**src/rtl/rx_ctrl_uart.sv**
```systemverilog
// 8N1 UART receiver: 2-flop synchronizer, mid-bit sampling off a baud divider, byte + one-cycle strobe out.
// Optional build macro RX_CTRL_UART_MAJ3_EN selects 2-of-3 majority sampling over the last three rx_s values.
module rx_ctrl_uart #(
    parameter int BAUD_DIV = 434,
    parameter int HALF_DIV = BAUD_DIV / 2
) (
    input  logic       clk_sys,
    input  logic       rst,
    input  logic       uart_rx,
    output logic [7:0] rx_data,
    output logic       rx_vld,
    output logic       rx_ferr,
    output logic       rx_busy
);

    localparam logic [2:0] S_IDLE    = 3'd0;
    localparam logic [2:0] S_START   = 3'd1;
    localparam logic [2:0] S_DATA    = 3'd2;
    localparam logic [2:0] S_STOP    = 3'd3;
    localparam logic [2:0] S_WAIT_HI = 3'd4;

    localparam logic [15:0] HALF_LAST = 16'(HALF_DIV - 1);
    localparam logic [15:0] BAUD_LAST = 16'(BAUD_DIV - 1);

    logic        sync1_q;
    logic        rx_s_q;
    logic [1:0]  settle_q,  settle_d;
    logic        prev_q,    prev_d;
    logic [2:0]  state_q,   state_d;
    logic [15:0] cnt_q,     cnt_d;
    logic [2:0]  bit_q,     bit_d;
    logic [7:0]  shift_q,   shift_d;
    logic [7:0]  data_q,    data_d;
    logic        vld_q,     vld_d;
    logic        ferr_q,    ferr_d;

    logic        settled;
    logic        fall;
    logic        at_sample;
    logic        sample;

    always_ff @(posedge clk_sys or posedge rst) begin
        if (rst) begin
            sync1_q <= 1'b1;
            rx_s_q  <= 1'b1;
        end else begin
            sync1_q <= uart_rx;
            rx_s_q  <= sync1_q;
        end
    end

`ifdef RX_CTRL_UART_MAJ3_EN
    // hist_q[0] is rx_s one cycle back, hist_q[1] two cycles back.
    logic [1:0] hist_q;

    always_ff @(posedge clk_sys or posedge rst) begin
        if (rst) begin
            hist_q <= 2'b11;
        end else begin
            hist_q <= {hist_q[0], rx_s_q};
        end
    end

    assign sample = (rx_s_q & hist_q[0]) | (rx_s_q & hist_q[1]) | (hist_q[0] & hist_q[1]);
`else
    assign sample = rx_s_q;
`endif

    // The synchronizer resets high, so edges are only trusted once it has
    // flushed real line values; a line held low through reset never starts a frame.
    assign settled = (settle_q == 2'd2);
    assign fall    = settled & prev_q & ~rx_s_q;

    always_comb begin
        at_sample = 1'b0;
        unique case (state_q)
            S_START:       at_sample = (cnt_q == HALF_LAST);
            S_DATA, S_STOP: at_sample = (cnt_q == BAUD_LAST);
            default:       at_sample = 1'b0;
        endcase
    end

    always_comb begin
        settle_d = settled ? settle_q : settle_q + 2'd1;
        prev_d   = settled ? rx_s_q : 1'b0;
        state_d  = state_q;
        bit_d    = bit_q;
        shift_d  = shift_q;
        data_d   = data_q;
        vld_d    = 1'b0;
        ferr_d   = 1'b0;

        unique case (state_q)
            S_IDLE: begin
                if (fall) begin
                    state_d = S_START;
                end
            end
            S_START: begin
                if (at_sample) begin
                    if (sample) begin
                        state_d = S_IDLE;
                    end else begin
                        state_d = S_DATA;
                        bit_d   = 3'd0;
                    end
                end
            end
            S_DATA: begin
                if (at_sample) begin
                    shift_d = {sample, shift_q[7:1]};
                    bit_d   = bit_q + 3'd1;
                    if (bit_q == 3'd7) begin
                        state_d = S_STOP;
                    end
                end
            end
            S_STOP: begin
                if (at_sample) begin
                    if (sample) begin
                        data_d  = shift_q;
                        vld_d   = 1'b1;
                        state_d = S_IDLE;
                    end else begin
                        ferr_d  = 1'b1;
                        state_d = S_WAIT_HI;
                    end
                end
            end
            S_WAIT_HI: begin
                if (rx_s_q) begin
                    state_d = S_IDLE;
                end
            end
            default: begin
                state_d = S_IDLE;
            end
        endcase

        // Counter restarts on every state entry and at every sample point.
        if ((state_d != state_q) || at_sample) begin
            cnt_d = 16'd0;
        end else begin
            cnt_d = cnt_q + 16'd1;
        end
    end

    always_ff @(posedge clk_sys or posedge rst) begin
        if (rst) begin
            settle_q <= 2'd0;
            prev_q   <= 1'b0;
            state_q  <= S_IDLE;
            cnt_q    <= 16'd0;
            bit_q    <= 3'd0;
            shift_q  <= 8'h00;
            data_q   <= 8'h00;
            vld_q    <= 1'b0;
            ferr_q   <= 1'b0;
        end else begin
            settle_q <= settle_d;
            prev_q   <= prev_d;
            state_q  <= state_d;
            cnt_q    <= cnt_d;
            bit_q    <= bit_d;
            shift_q  <= shift_d;
            data_q   <= data_d;
            vld_q    <= vld_d;
            ferr_q   <= ferr_d;
        end
    end

    assign rx_data = data_q;
    assign rx_vld  = vld_q;
    assign rx_ferr = ferr_q;
    assign rx_busy = (state_q != S_IDLE);

endmodule

```
**config.mk**
```make
export PLATFORM = sky130hd
export DESIGN_NAME = rx_ctrl_uart
export DESIGN_NICKNAME = d
export VERILOG_FILES = /design/src/rtl/rx_ctrl_uart.sv
export SDC_FILE = /design/constraint.sdc
export NUM_CORES = 1
export LEC_CHECK = 0
export BUFFER_PORTS_ARGS = -buffer_cell sky130_fd_sc_hd__clkbuf_2
export CORE_MARGIN = 2
export CORE_UTILIZATION = 55
export DETAILED_ROUTE_END_ITERATION = 6
export PLACE_DENSITY_LB_ADDON = 0.1
export SYNTH_ARGS = -nofsm -noshare
export SYNTH_HDL_FRONTEND = slang
export SYNTH_SLANG_ARGS = --single-unit
```
**constraint.sdc**
```tcl
create_clock -name clk_sys -period 3.5 [get_ports clk_sys]
set_clock_uncertainty 0.1 [all_clocks]
set_input_delay 0.7 -clock clk_sys [delete_from_list [all_inputs] [get_ports clk_sys]]
set_output_delay 0.7 -clock clk_sys [all_outputs]
set_load 0.005 [all_outputs]
```
# Yosys cells after proc, flatten, opt, wreduce, memory -nomap -nowiden
# Cells that the tools add are included.
# Widths: inputs -> output; s select.
# totals
ram_bits	0
memories	0
latch_bits	0
reg_bits	45
rom_bits	0
out_inout_bits	11
# op_classes
n_reduce_logical	8
bitwise_logic	3
n_lt_le_gt_ge	0
div	0
add_sub_neg	3
shifts	0
mux	22
eq_ne	12
mul	0
# ops
operator	n
$mux 3	10
$add 16x1->16 const B	1
$eq 16x8->1 const B	1
$eq 16x9->1 const B	1
$mux 16	1
$pmux 3 s5	1
$mux 1	7
$eq 3x2->1 const B	2
$eq 3x3->1 const B	2
$ne 2x2->1 const B	3
$pmux 3 s2	1
$reduce_and 4->1	1
$add 3x1->3 const B	1
$eq 3x1->1 const B	1
$logic_not 3->1	1
$ne 3x3->1	1
$reduce_and 3->1	1
$reduce_bool 3->1	1
$add 2x1->2 const B	1
$and 1x1->1	2
$eq 2x2->1 const B	1
$mux 2	1
$pmux 1 s2	1
$reduce_and 2->1	1
other kinds (4)	4

# Longest topological paths before layout
# Gate-level depths: netlist of the first run.
# depth
ltp_word	8
ltp_mapped	7
ltp_nobuf	7

# Worst setup path before layout of the first run
# OpenSTA, ideal clock, no wires.
# synth_path
path_type	flip-flop to flip-flop
from	register state_q[1]
to	register shift_q[7]
t_arrival_ns	1.941
setup_slack_ns	1.331
path_stages_with_launch	8
setup_ns	0.128
required_time_ns	3.272
n_path_buf	2
cell_sequence	dfrtp_1 > buf_6 > nor2b_4 > or4_4 > a21oi_4 > and2_1 > buf_4 > mux2_1
# synth_via
elab_chain_len	4
# synth_rtl
element	line	rtl
start, declared	29	logic [2:0] state_q, state_d;
start signal, assigned	162	state_q <= state_d;
$eq 3x2->1, on equally long branches	76, 93	
$reduce_or 2->1	76	unique case (state_q)
$pmux 1 s2	76	
$reduce_and 2->1 (no line) (*)	-	
end signal, assigned	165	shift_q <= shift_d;
end, declared	32	logic [7:0] shift_q, shift_d;
# Every way passes the cells marked *; elsewhere a longest branch is shown, timed or not.
# A chain may end at the register's enable or synchronous reset.

# Worst setup path in the final report of the first run
# layout_path
from	register state_q[1]
to	register shift_q[2]
# Same word-level chain as after synthesis.

==> flow_metrics.env, run 1 <==
export IMPL_drt_iter0_drc=45
export IMPL_fp_dieArea_um2=4330
export IMPL_routed_wl_um=3320
export IMPL_rsz0062_at_grt="no"
export IMPL_clockRootBuffer="clkbuf_8"
export IMPL_vias=1301
export IMPL_cts_resized=0
export IMPL_final_period_minus_worst_setup_slack_ns=2.47
export IMPL_cts_sinks=45
export IMPL_avgSynthCellArea_um2=11.9
export IMPL_startpoint_type="flop"
export IMPL_netlist_area_um2=2100
export IMPL_first_pass_iters=4
export IMPL_instances_no_fill=240
export IMPL_core_um2=3660
export IMPL_numPortBuffers=13
export IMPL_drv_cap=0
export IMPL_grt_pass1_vias=1302
export IMPL_grt_pass1_wl_um=5860
export IMPL_crit_type="flop to flop"
export IMPL_final_setup_worst_slack_ns=1.03
export IMPL_setup_tns_ns=0
export IMPL_whs_ns=0.258
export IMPL_diodes=0
export IMPL_ant_nets=0
export IMPL_finalSetupViolations=0
export IMPL_vias_per_cell=5.42
export IMPL_grt_max_degree=26
export IMPL_synth_seq_cells=45
export IMPL_drive_gt1_share_pct=17.2
export IMPL_worstMarginPinSlew_ns=0.670
export IMPL_synth_top_cell_by_area="dfrtp_1"
export IMPL_final_nets=198
export IMPL_remaining_drc_errors=0
export IMPL_seq_area_um2=1130
export IMPL_ys_warnings_count=0
export IMPL_clock_path_buffers=2
export IMPL_track_usage_pct=18.3
export IMPL_dp_hpwl_um=2430
export IMPL_powerDensity_nw_per_um2=471
export IMPL_die_y_um=65.8
export IMPL_cts_buffers=5
export IMPL_power_leakage_nw=1.13
export IMPL_period_share_pct=70.4
export IMPL_fmax_mhz=406
export IMPL_htreeDepth=2
export IMPL_hold_class="flop to flop"
export IMPL_timing_slew_headroom_pct=55.0
export IMPL_synthTopCellsByArea="dfrtp_1 (51%), mux2_1 (8.0%), xor2_1 (4.2%), nor2_1 (3.6%), mux2i_1 (2.9%)"
export IMPL_clk_latency_ns=0.29
export IMPL_synth_top_area_share_pct=51.2
export IMPL_multiInputGateArea_um2=912
export IMPL_hold_buffers=0
export IMPL_antenna_found_initial=0
export IMPL_worst_path_max_fanout=10
export IMPL_syn_nets=183
export IMPL_yosysUniqueCellTypes=40
export IMPL_worstPathRequired_ns=3.58
export IMPL_fillers=288
export IMPL_hold_violations=0
export IMPL_dp_cells=232
export IMPL_drv_slew=0
export IMPL_place_ws_ns=1.04
export IMPL_areaGrowthSynthToFinish_pct=9.11
export IMPL_gp_congestion=0.839
export IMPL_postSynthCellCount=176
export IMPL_placed_area_um2=2190
export IMPL_final_area_um2=2290
export IMPL_path_clk_slew_ns=0.08
export IMPL_ys_seq_area_share_pct=53.7
export IMPL_post_cts_buffers=0
export IMPL_status="finished, final reports clean"
export IMPL_grt_overflow_total=0
export IMPL_die_w_um=65.8
export IMPL_peakVddDrop_v=0.000322
export IMPL_tritoncts="built"
export IMPL_wire_per_inst_um=13.8
export IMPL_endpoint_kind="flop"
export IMPL_ios=14
export IMPL_row_count=22
export IMPL_initial_core_util_pct=57.4
export IMPL_crit_arrival_ns=2.54
==> through the flow <==
step	util, %	total power, mW
after floorplan	-	0.721
after global routing	62.6	1.15
after detailed placement	59.9	0.751
after global placement	59.9	0.749
after CTS	62.6	1.10
final	62.6	1.08
==> flip-flops by register name, summed over array words and instances, names as in the netlist <==
register,flops
cnt_q,16
rx_data,8
shift_q,8
bit_q,3
state_q,3
settle_q,2
prev_q,1
rx_ferr,1
rx_s_q,1
rx_vld,1
sync1_q,1
==> worst max-delay path, stage by stage, from the launching register on <==
cell	delay [ns]
dfrtp_1	0.49
nor2b_4	0.19
or4_4	0.52
a21oi_4	0.24
and2_1	0.44
mux2_1	0.37
==> layout by cell type, fill, tap and decap left out, types with 2 or more instances in the layout <==
master / synthesis / final
dfrtp_1: 43 / 43
and2_1: 5 / 5
nor2_1: 20 / 20
mux2_1: 15 / 15
nor4b_1: 2 / 2
and4_1: 3 / 3
nand4_1: 4 / 4
and3_1: 3 / 3
nand2_1: 10 / 10
dfstp_2: 2 / 2
xnor2_1: 5 / 5
clkbuf_2: 0 / 13
inv_1: 5 / 4
ha_1: 4 / 4
mux2i_1: 6 / 6
mux2_2: 2 / 2
nor2b_1: 3 / 3
clkbuf_8: 0 / 7
xor2_1: 10 / 10
nor3_1: 4 / 4
nand3_1: 7 / 7
==> power breakdown <==
part           internal, mW  switching [mW]  total, mW
Combinational        0.0586          0.0639      0.122
Sequential            0.561          0.0583      0.619
Clock                 0.178           0.160      0.338
==> cell type report <==
type                            instances  share of cell area [%]
Timing Repair Buffer                   14                    3.16
Clock inverter                          1                   0.218
Tap cell                               48                    2.62
Clock buffer                            7                    4.20
Multi-Input combinational cell        120                    39.8
Inverter                                5                   0.818
Sequential cell                        45                    49.2
==> logic make-up (layout without fill, tap and decap cells) <==
group	Yosys count	count (layout)	synth area share, %
buf+inv	11	27	2.92
xor+xnor	15	15	6.25
fa+ha+maj	4	4	2.38
compound gates	8	8	3.39
mux	24	24	12.7
flops	45	45	53.7
simple gates	69	69	18.7
==> worst paths after layout <==
kind	start	endpoint	slack (ns)	depth (start not counted)
max in group asynchronous	rst	rx_s_q	2.25	3
worst max-delay path	state_q[1]	shift_q[2]	1.03	5
worst min-delay path	sync1_q	rx_s_q	0.26	0
worst min register to register	sync1_q	rx_s_q	0.26	0
min in group asynchronous	rst	rx_data[6]	0.30	2
worst max register to register	state_q[1]	shift_q[2]	1.03	5
==> synth_stat cells (all sizes together) <==
| library cell | number |
|---|---|
| buf | 4 |
| and3b | 1 |
| or3 | 2 |
| mux2i | 6 |
| nor3b | 1 |
| mux2 | 18 |
| nand4 | 5 |
| and4 | 3 |
| and2 | 5 |
| a21oi | 2 |
| inv | 5 |
| dfrtp | 43 |
| nand3 | 7 |
| nor3 | 4 |
| xor2 | 10 |
| a32oi | 1 |
| nor4b | 2 |
| o21ai | 1 |
| and3 | 3 |
| a21o | 1 |
| nor2b | 4 |
| clkbuf | 2 |
| a22oi | 1 |
| ha | 4 |
| xnor2 | 5 |
| o21a | 1 |
| a22o | 1 |
| nand3b | 1 |
| or4 | 1 |
| nand2 | 10 |
| nor2 | 20 |
| dfstp | 2 |
==> layer usage <==
| layer | track usage [%] | wire [µm] |
|---|---|---|
| met5 | 0 | 0 |
| met2 | 30.1 | 1650 |
| met1 | 22.0 | 1510 |
| met4 | 8.07 | 60 |
| met3 | 5.96 | 96 |
(Power assumes the default switching activity.)
==> inputs of run 2 (changes only) <==
clock period = 2.5 ns   (was 3.5 ns; I/O delays follow)
==> run 2 against run 1 <==
Effect of this change:
- clock-buffer cell count decreased by 2
- worst setup slack got worse by 0.75 ns
- fmax increased by 11%
- critical path depth unchanged
- via count increased by 4.4%
- first-iteration DRC count increased by 120%
- final cell count increased by 1.7%
- critical path type unchanged
==> flow_metrics.env, run 2 (synthesized netlist as in run 1, its figures left out) <==
export IMPL_status="finished, final reports clean"
export IMPL_clk_latency_ns=0.30
export IMPL_period_share_pct=88.7
export IMPL_seqPwrFrac_pct=54.5
export IMPL_ant_nets=0
export IMPL_instances_no_fill=244
export IMPL_final_area_um2=2340
export IMPL_rsz0062_at_grt="no"
export IMPL_fillers=286
export IMPL_post_cts_buffers=0
export IMPL_hold_class="input pin to async pin"
export IMPL_clock_path_buffers=2
export IMPL_antenna_found_initial=0
export IMPL_grt_pass1_wl_um=6200
export IMPL_drv_slew=0
export IMPL_fmax_mhz=451
export IMPL_path_clk_slew_ns=0.09
export IMPL_clockRootBuffer="clkbuf_8"
export IMPL_routed_wl_um=3390
export IMPL_worstPathRequired_ns=2.59
export IMPL_largest_reg_flops=16
export IMPL_top_register="cnt_q"
export IMPL_hold_buffers=0
export IMPL_cts_sinks=45
export IMPL_cts_buffers=5
export IMPL_wire_per_inst_um=13.9
export IMPL_timing_slew_headroom_pct=66.5
export IMPL_numPortBuffers=13
export IMPL_cts_resized=0
export IMPL_p_switching_uw=429
export IMPL_areaGrowthSynthToFinish_pct=11.2
export IMPL_finalSetupViolations=0
export IMPL_fp_dieArea_um2=4330
export IMPL_gp_congestion=0.842
export IMPL_grt_pass1_vias=1375
export IMPL_final_common_cell="dfrtp_1"
export IMPL_multiInputGateArea_um2=912
export IMPL_seq_area_um2=1130
export IMPL_tritoncts="built"
export IMPL_grt_max_degree=21
export IMPL_crit_type="flop to flop"
export IMPL_p_sw_share_pct=26.9
export IMPL_intPower_mw=1.17
export IMPL_worst_path_max_fanout=10
export IMPL_diodes=0
export IMPL_row_count=22
export IMPL_worstMarginPinSlew_ns=0.499
export IMPL_dp_cells=236
export IMPL_setup_tns_ns=0
export IMPL_die_w_um=65.8
export IMPL_drive_gt1_share_pct=18.9
export IMPL_core_um2=3660
export IMPL_startpoint_type="flop"
export IMPL_crit_arrival_ns=2.31
export IMPL_clkPwrFrac_pct=34.6
export IMPL_hold_violations=0
export IMPL_total_power_mw=1.60
export IMPL_placed_area_um2=2220
export IMPL_drt_iter0_drc=97
export IMPL_pwr_share_comb_pct=11.0
export IMPL_initial_core_util_pct=57.4
export IMPL_endpoint_kind="flop"
export IMPL_layout_common_cells="dfrtp_1 (43), nor2_1 (20), mux2_1 (15)"
export IMPL_powerDensity_nw_per_um2=683
export IMPL_grt_overflow_total=0
export IMPL_track_usage_pct=19.0
export IMPL_vias=1358
export IMPL_first_pass_iters=4
export IMPL_ios=14
export IMPL_dp_hpwl_um=2520
export IMPL_vias_per_cell=5.57
export IMPL_drv_cap=0
export IMPL_power_leakage_nw=1.15
export IMPL_final_period_minus_worst_setup_slack_ns=2.22
export IMPL_remaining_drc_errors=0
export IMPL_die_y_um=65.8
export IMPL_htreeDepth=2
export IMPL_fin_util_pct=63.8
export IMPL_final_nets=202
export IMPL_peakVddDrop_v=0.000376
## run 2: changes by cell type in the layout (fill, tap and decap cells not counted), sizes merged
cell	delta
clkbuf	-2
buf	+4
bufinv	+1
clkinvlp	+1
## run 2: per-stage QoR
step	hold WS, ns	setup slack (ns)
detailed placement	0.248	0.274
CTS	0.0354	0.247
global placement	0.245	0.308
global route	0.0566	0.0751
floorplan	0.245	0.331
finish	0.0296	0.283
## run 2: power groups by stage
| stage | registers (mW) | clock network, mW | logic [mW] |
|---|---|---|---|
| after floorplan | 0.849 | 0 | 0.160 |
| after global placement | 0.876 | 0 | 0.168 |
| after detailed placement | 0.881 | 0 | 0.174 |
| after CTS | 0.867 | 0.565 | 0.177 |
| after global routing | 0.886 | 0.595 | 0.205 |
| final | 0.869 | 0.552 | 0.175 |
## run 2: final timing paths
path,from,end,slack [ns],cells past startpoint
setup reg to reg,cnt_q[11],shift_q[6],0.28,5
setup / recovery,cnt_q[11],shift_q[6],0.28,5
min in group clk_sys,uart_rx,sync1_q,0.18,1
hold reg to reg,sync1_q,rx_s_q,0.26,0
hold / removal,rst,cnt_q[13],0.03,2
max in group asynchronous,rst,rx_vld,1.69,3
## run 2: cell type report
cell class | count | share of cell area (%)
Clock inverter | 3 | 1.98
Inverter | 5 | 0.803
Tap cell | 48 | 2.57
Clock buffer | 5 | 2.94
Sequential cell | 45 | 48.3
Multi-Input combinational cell | 120 | 39.0
Timing Repair Buffer | 18 | 4.39
## run 2: critical path, cell delays in order (launching register included)
cell and delay, ns:
dfrtp_1 0.43, nor4b_1 0.40, nand3_1 0.24, a21oi_4 0.17
and2_1 0.40, mux2_1 0.37
## run 2: routing by layer
layer | GRT usage [%] | up-vias | routed length (µm)
met3 | 4.60 | 5 | 109
li1 | - | 647 | -
met5 | 0 | - | 0
met4 | 9.90 | 0 | 78
met1 | 23.5 | 677 | 1530
met2 | 30.9 | 29 | 1670
